[config.mk]
export PLATFORM = sky130hd
export DESIGN_NAME = sm_accum_seq
export DESIGN_NICKNAME = d
export VERILOG_FILES = /design/src/rtl/sm_accum_seq.sv
export SDC_FILE = /design/constraint.sdc
export NUM_CORES = 1
export LEC_CHECK = 0
export BUFFER_PORTS_ARGS = -buffer_cell sky130_fd_sc_hd__buf_2
export CORE_MARGIN = 4
export CORE_UTILIZATION = 50
export CTS_CLUSTER_DIAMETER = 120
export CTS_CLUSTER_SIZE = 28
export DETAILED_ROUTE_END_ITERATION = 6
export HOLD_SLACK_MARGIN = 0.05
export PLACE_DENSITY = 0.85
export SLEW_MARGIN = 20
export SYNTH_ARGS = -nofsm -noshare
export SYNTH_HDL_FRONTEND = slang
export SYNTH_SLANG_ARGS = --single-unit
[constraint.sdc]
create_clock -name clk -period 1.89 [get_ports clk]
set_input_delay 0 -clock clk [delete_from_list [all_inputs] [get_ports clk]]
set_output_delay 0 -clock clk [all_outputs]
set_load 0.01 [all_outputs]
[src/rtl/sm_accum_seq.sv]
// Accumulating sequencer for the registered sign-magnitude addition ROM.
// Each operand is summed by looking up {acc, operand} in the ROM and capturing its output.
module sm_accum_seq #(
    parameter int unsigned ROM_LAT = 1
) (
    input  logic        clk,
    input  logic        reset_n,
    input  logic        start,
    input  logic [7:0]  len,
    input  logic [7:0]  in_data,
    input  logic        in_valid,
    output logic        in_ready,
    output logic [15:0] rom_addr,
    input  logic [7:0]  rom_data,
    output logic [7:0]  acc,
    output logic        busy,
    output logic        done
);

    localparam logic [1:0] StIdle   = 2'd0;
    localparam logic [1:0] StAccept = 2'd1;
    localparam logic [1:0] StWait   = 2'd2;

    localparam logic [2:0] LatLoad = 3'(ROM_LAT);

    logic [1:0]  r_state;
    logic [7:0]  r_acc;
    logic [15:0] r_addr;
    logic [7:0]  r_rem;
    logic [2:0]  r_wait;
    logic        r_done;

    logic [1:0]  w_state;
    logic [7:0]  w_acc;
    logic [15:0] w_addr;
    logic [7:0]  w_rem;
    logic [2:0]  w_wait;
    logic        w_done;

    always_comb begin
        w_state = r_state;
        w_acc   = r_acc;
        w_addr  = r_addr;
        w_rem   = r_rem;
        w_wait  = r_wait;
        w_done  = 1'b0;
        case (r_state)
            StIdle: begin
                if (start) begin
                    w_acc = 8'h00;
                    w_rem = len;
                    if (len == 8'd0) begin
                        w_done = 1'b1;
                    end else begin
                        w_state = StAccept;
                    end
                end
            end
            StAccept: begin
                if (in_valid) begin
                    w_addr  = {r_acc, in_data};
                    w_wait  = LatLoad;
                    w_state = StWait;
                end
            end
            StWait: begin
                // The counter reaching zero marks the edge where rom_data holds this step's sum.
                if (r_wait == 3'd0) begin
                    w_acc = rom_data;
                    w_rem = r_rem - 8'd1;
                    if (r_rem == 8'd1) begin
                        w_state = StIdle;
                        w_done  = 1'b1;
                    end else begin
                        w_state = StAccept;
                    end
                end else begin
                    w_wait = r_wait - 3'd1;
                end
            end
            default: begin
                w_state = StIdle;
            end
        endcase
    end

    always_ff @(posedge clk) begin
        if (!reset_n) begin
            r_state <= StIdle;
            r_acc   <= 8'h00;
            r_addr  <= 16'h0000;
            r_rem   <= 8'd0;
            r_wait  <= 3'd0;
            r_done  <= 1'b0;
        end else begin
            r_state <= w_state;
            r_acc   <= w_acc;
            r_addr  <= w_addr;
            r_rem   <= w_rem;
            r_wait  <= w_wait;
            r_done  <= w_done;
        end
    end

    assign in_ready = (r_state == StAccept);
    assign busy     = (r_state != StIdle);
    assign done     = r_done;
    assign acc      = r_acc;
    assign rom_addr = r_addr;

endmodule

* Word level (Yosys, flattened, before mapping)
Cells that the tools add are included.
Widths: inputs -> output; s select.
** Word-level totals
- Output and inout port bits :: 27
- Flip-flop bits (word level) :: 38
- Logic and storage cells :: 46
- Input bits :: 28
** Cells by class
- Reductions and logical operators :: 10
- Equality and inequality tests :: 8
- Mux-type cells :: 20
- Add/sub/neg operators :: 2
** Operators by type and width (number)
- $mux 8 :: 4
- $pmux 8 s2 :: 2
- $ne 2x2->1 const B :: 5
- $eq 8x1->1 const B :: 1
- $logic_not 8->1 :: 1
- $mux 2 :: 4
- $sub 8x1->8 const B :: 1
- $mux 3 :: 2
- $pmux 2 s3 :: 1
- $pmux 3 s2 :: 1
- $reduce_and 3->1 :: 2
- $reduce_bool 2->1 :: 3
- $mux 1 :: 5
- $reduce_and 4->1 :: 1
- $logic_not 3->1 :: 1
- $sub 3x1->3 const B :: 1
- $eq 2x1->1 const B :: 1
- $eq 2x2->1 const B :: 1
- $logic_not 2->1 :: 1
- $pmux 1 s2 :: 1
- $reduce_and 2->1 :: 1

* Depth between registers and ports, before layout
- Depth after elaboration :: 4
- Depth in mapped cells :: 8

* Worst setup path after synthesis
No wires, ideal clock.
- Kind :: reg-to-reg
- Start :: reg r_wait[0]
- End :: reg r_rem[3]
- Buffers on the path :: 1
- Path slack :: 197 ps
- Stages on the path, launching flop included :: 9
- Library setup time :: 119 ps
- Data required time :: 1771 ps
- Data arrival time :: 1574 ps
- Path through :: dfxtp_1 -> inv_1 -> ha_1 -> ha_1 -> nand2_1 -> a21o_1 -> clkbuf_1 -> nor2_1 -> o221a_2
** Between the ends
- Longest elaborated chain between the ends :: 3
** RTL lines
- from (decl) :: RTL line 30 : logic [2:0] r_wait;
- from (signal assigned) :: RTL line 100 : r_wait <= w_wait;
- $logic_not 3->1 :: RTL line 68 : if (r_wait == 3'd0) begin
- $ne 2x2->1 (no line)
- $reduce_and 3->1 (no line)
- to (signal assigned) :: RTL line 99 : r_rem <= w_rem;
- to (decl) :: RTL line 29 : logic [7:0] r_rem;
Every way passes these cells.
A chain may end at the register's enable or synchronous reset.

* Worst setup path in the final report
- Start :: reg r_rem[0]
- End :: reg r_rem[6]
** Between the ends
- Longest elaborated chain between the ends :: 3
** RTL lines
- $sub 8x1->8 :: RTL line 70 : w_rem = r_rem - 8'd1;
- $mux 8 :: RTL line 68
- $pmux 8 s2 :: RTL line 47 : case (r_state)
Every way passes these cells. The select of a mux whose other input is x is not followed.

==> out/qor.yml <==
final_layout:
  nets: 312
  drive_above_1_share_pct: 26.33
  diodes: 0
  layout_commonest_cell: "buf_2"
  mostFrequentLayoutCells: "buf_2, dfxtp_1, nand2_1"
  area_growth_pct: 37.60
worst_setup_path:
  crit_family: "simple AND/OR/NAND/NOR gates"
  critical_path.startpoint: "r_rem[0]"
  crit_type: "reg -> reg"
  arrival_ns: 1.96
  critPathCaptureType: "register"
  cpPeakStageDelay_ns: 0.42
  cpMostUsedCell: "a22o_1"
  critical_path.max_fanout: 3
  worstSetupStartpointType: "register"
  cpMaxStageDelayCell: "or4_1"
  worstPathRequired_ns: 2.13
  rr_startpoint: "r_rem[0]"
  path_buf_inv: 1
  crit_path_cell_trace: "inv_1, ha_1, nand2b_1, or4_1, a22o_1, a22o_1"
yosys:
  yosys.area.top_type: "dfxtp_1"
  yosys_warnings: 0
  synth_seq_cells: 38
  ys_seq_area_share_pct: 43.96
  synth_cells: 204
  synth.area.top_cells: "dfxtp_1, nand2_1, a21boi_0"
  syn_nets: 236
  yosysUniqueCellTypes: 39
  netlist.area_leader.share_pct: 43.96
  syn_area_per_cell_um2: 8.482
  netlist_area_mm2: 0.001730
route:
  vias: 1708
  wl_per_cell_um: 13.14
  drt-initial-drc-count: 128
  antenna_left: 0
  drc: 0
  first_pass_iters: 4
  totalWireLength_um: 4297
  via_per_inst: 5.223
power_and_ir_drop:
  total_power_mw: 1.871
  p_sw_mw: 0.4412
  p_per_area_mw_per_mm2: 785.9
  p_leak_nw: 0.9986
  peakVddDrop_mv: 0.5117
  p_comb_share_pct: 15.7
  clock_power_share_pct: 38.0
  switching_share_pct: 23.58
  seqPwrFrac_pct: 46.3
  p_int_mw: 1.430
floorplanning:
  io_pins: 55
  fp.coreArea_mm2: 0.003337
  die_w_um: 66.83
  die_y_um: 66.83
  die-area_mm2: 0.004466
  initial_core_util_pct: 51.86
  rows: 21
place:
  place_congestion: 0.8721
  hpwl_um: 2834
  portBuffers: 54
  pre_cts_ws_ns: 0.1621
timing:
  finalSetupViolCount: 0
  max_freq_ghz: 0.5813
  hold_viol: 0
  whs_ns: 0.1069
  worst_pin_slew_ns: 0.5448
  tns_ns: 0
  rsz0062_at_grt: "false"
  finalWorstSetupSlack_ns: 0.1696
  layout_min_cycle_time_ns: 1.720
  slew_violations: 0
  slew_headroom_pct: 63.68
  fin_skew_ns: 0.01314
  finalCritPeriodShare_pct: 91.03
clock_tree:
  cts_buffer_depth: 2
  clock_sinks: 38
  cts_tree: "done"
  h-tree-depth: 2
  numCtsBuffers: 5
  path_clk_slew_ns: 0.11
  clk_latency_ns: 0.35
  cts_root_buf: "clkbuf_4"
global_route:
  antenna_found_initial: 0
  grt_pass1_vias: 1625
  grt_pass1_wl_um: 6941
  grt_usage_pct: 20.34
  grt_overflow: 0
  grt_max_degree: 40
job:
  max-cap-violations: 0
hold_path:
  hold_path_startpoint: "in_valid"
  hold_path.class: "in -> reg"
status:
  outcome: "finished, final reports clean"
[cell families after synthesis]
group | synth area share (%)
flip-flops | 43.96
AO/OA/AOI/OAI | 22.78
adder cells (fa/ha/maj) | 2.892
buffers and inverters | 4.772
AND/OR/NAND/NOR | 25.09
XOR/XNOR | 0.5062
[power groups by stage]
stage                     combinational (mW)  clock (mW)  sequential [mW]
final                                  0.293       0.712            0.866
after detailed placement               0.253           0            0.882
after global routing                   0.323       0.771            0.872
after CTS                              0.289       0.727            0.865
after floorplan                        0.163           0            0.877
after global placement                 0.249           0            0.881
[worst reg2reg max path, cell delays in order (launching register included)]
cell      delay, ns
dfxtp_1        0.34
inv_1          0.10
ha_1           0.20
nand2b_1       0.08
or4_1          0.42
a22o_1         0.25
a22o_1         0.22
[registers in the layout, summed over array words and instances, names as in the netlist]
register  count
rom_addr     16
acc           8
r_rem         8
r_wait        3
r_state       2
done          1
[layer usage]
layer	global-route usage (%)	part of all wire, %	vias to the layer above
met5	0	0	-
met4	9.645	2.2	0
met3	4.890	5.8	11
met2	33.54	50	59
met1	24.66	42	776
li1	-	-	862
[stage by stage]
stage          instances  instance area (µm²)  util [%]
2_1_floorplan        204                 1730         -
3_3_place_gp         298                 2058     61.68
5_1_grt              327                 2381     71.35
6_report             327                 2381     71.35
3_5_place_dp         298                 2058     61.68
4_1_cts              327                 2380     71.32
[final cells by class]
cell class	instances	area (µm²)
Clock buffer	6	51.30
Clock inverter	2	60.06
Fill cell	253	955.9
Inverter	6	22.52
Multi-Input combinational cell	146	888.4
Sequential cell	38	760.7
Tap cell	46	57.56
Timing Repair Buffer	83	540.5
[what timing repair did]
item	CTS	global route
hold buffers	21	0
setup endpoints to repair	0	5
resized for setup	0	1
hold endpoints to repair	21	0
setup buffers	0	0
[path summary, 6_finish.rpt]
path / slack (ns) / cells past startpoint / endpoint
max: 0.17 / 6 / r_rem[6]
min: 0.11 / 4 / r_state[0]
max reg2reg: 0.17 / 6 / r_rem[6]
min reg2reg: 0.46 / 2 / rom_addr[5]
[cells in the mapped netlist]
cell        n
inv_1       6
a31o_1      1
a21boi_0   15
nor2b_1    13
o311a_1     1
a22o_1      2
a2bb2oi_1   1
o211ai_1    1
buf_2       5
a22oi_1     9
or4_1       3
and2_1      4
o21a_1      1
nor3_1      4
nor3b_1     1
a21boi_1    4
a21o_1      1
ha_1        4
o221ai_1    1
and3_1      2
a41oi_1     1
a21oi_1     5
and4_1      1
nand2b_1    5
nor4_1      3
or2_2       1
o21ai_0     5
o221a_2     1
a31oi_1     2
clkbuf_1    8
nand2_1    37
nor4_2      1
nand3b_1    2
clkbuf_2    1
a211oi_1    2
o21ai_1     2
nor2_1      9
dfxtp_1    38
xor2_1      1
(Power assumes the default switching activity.)
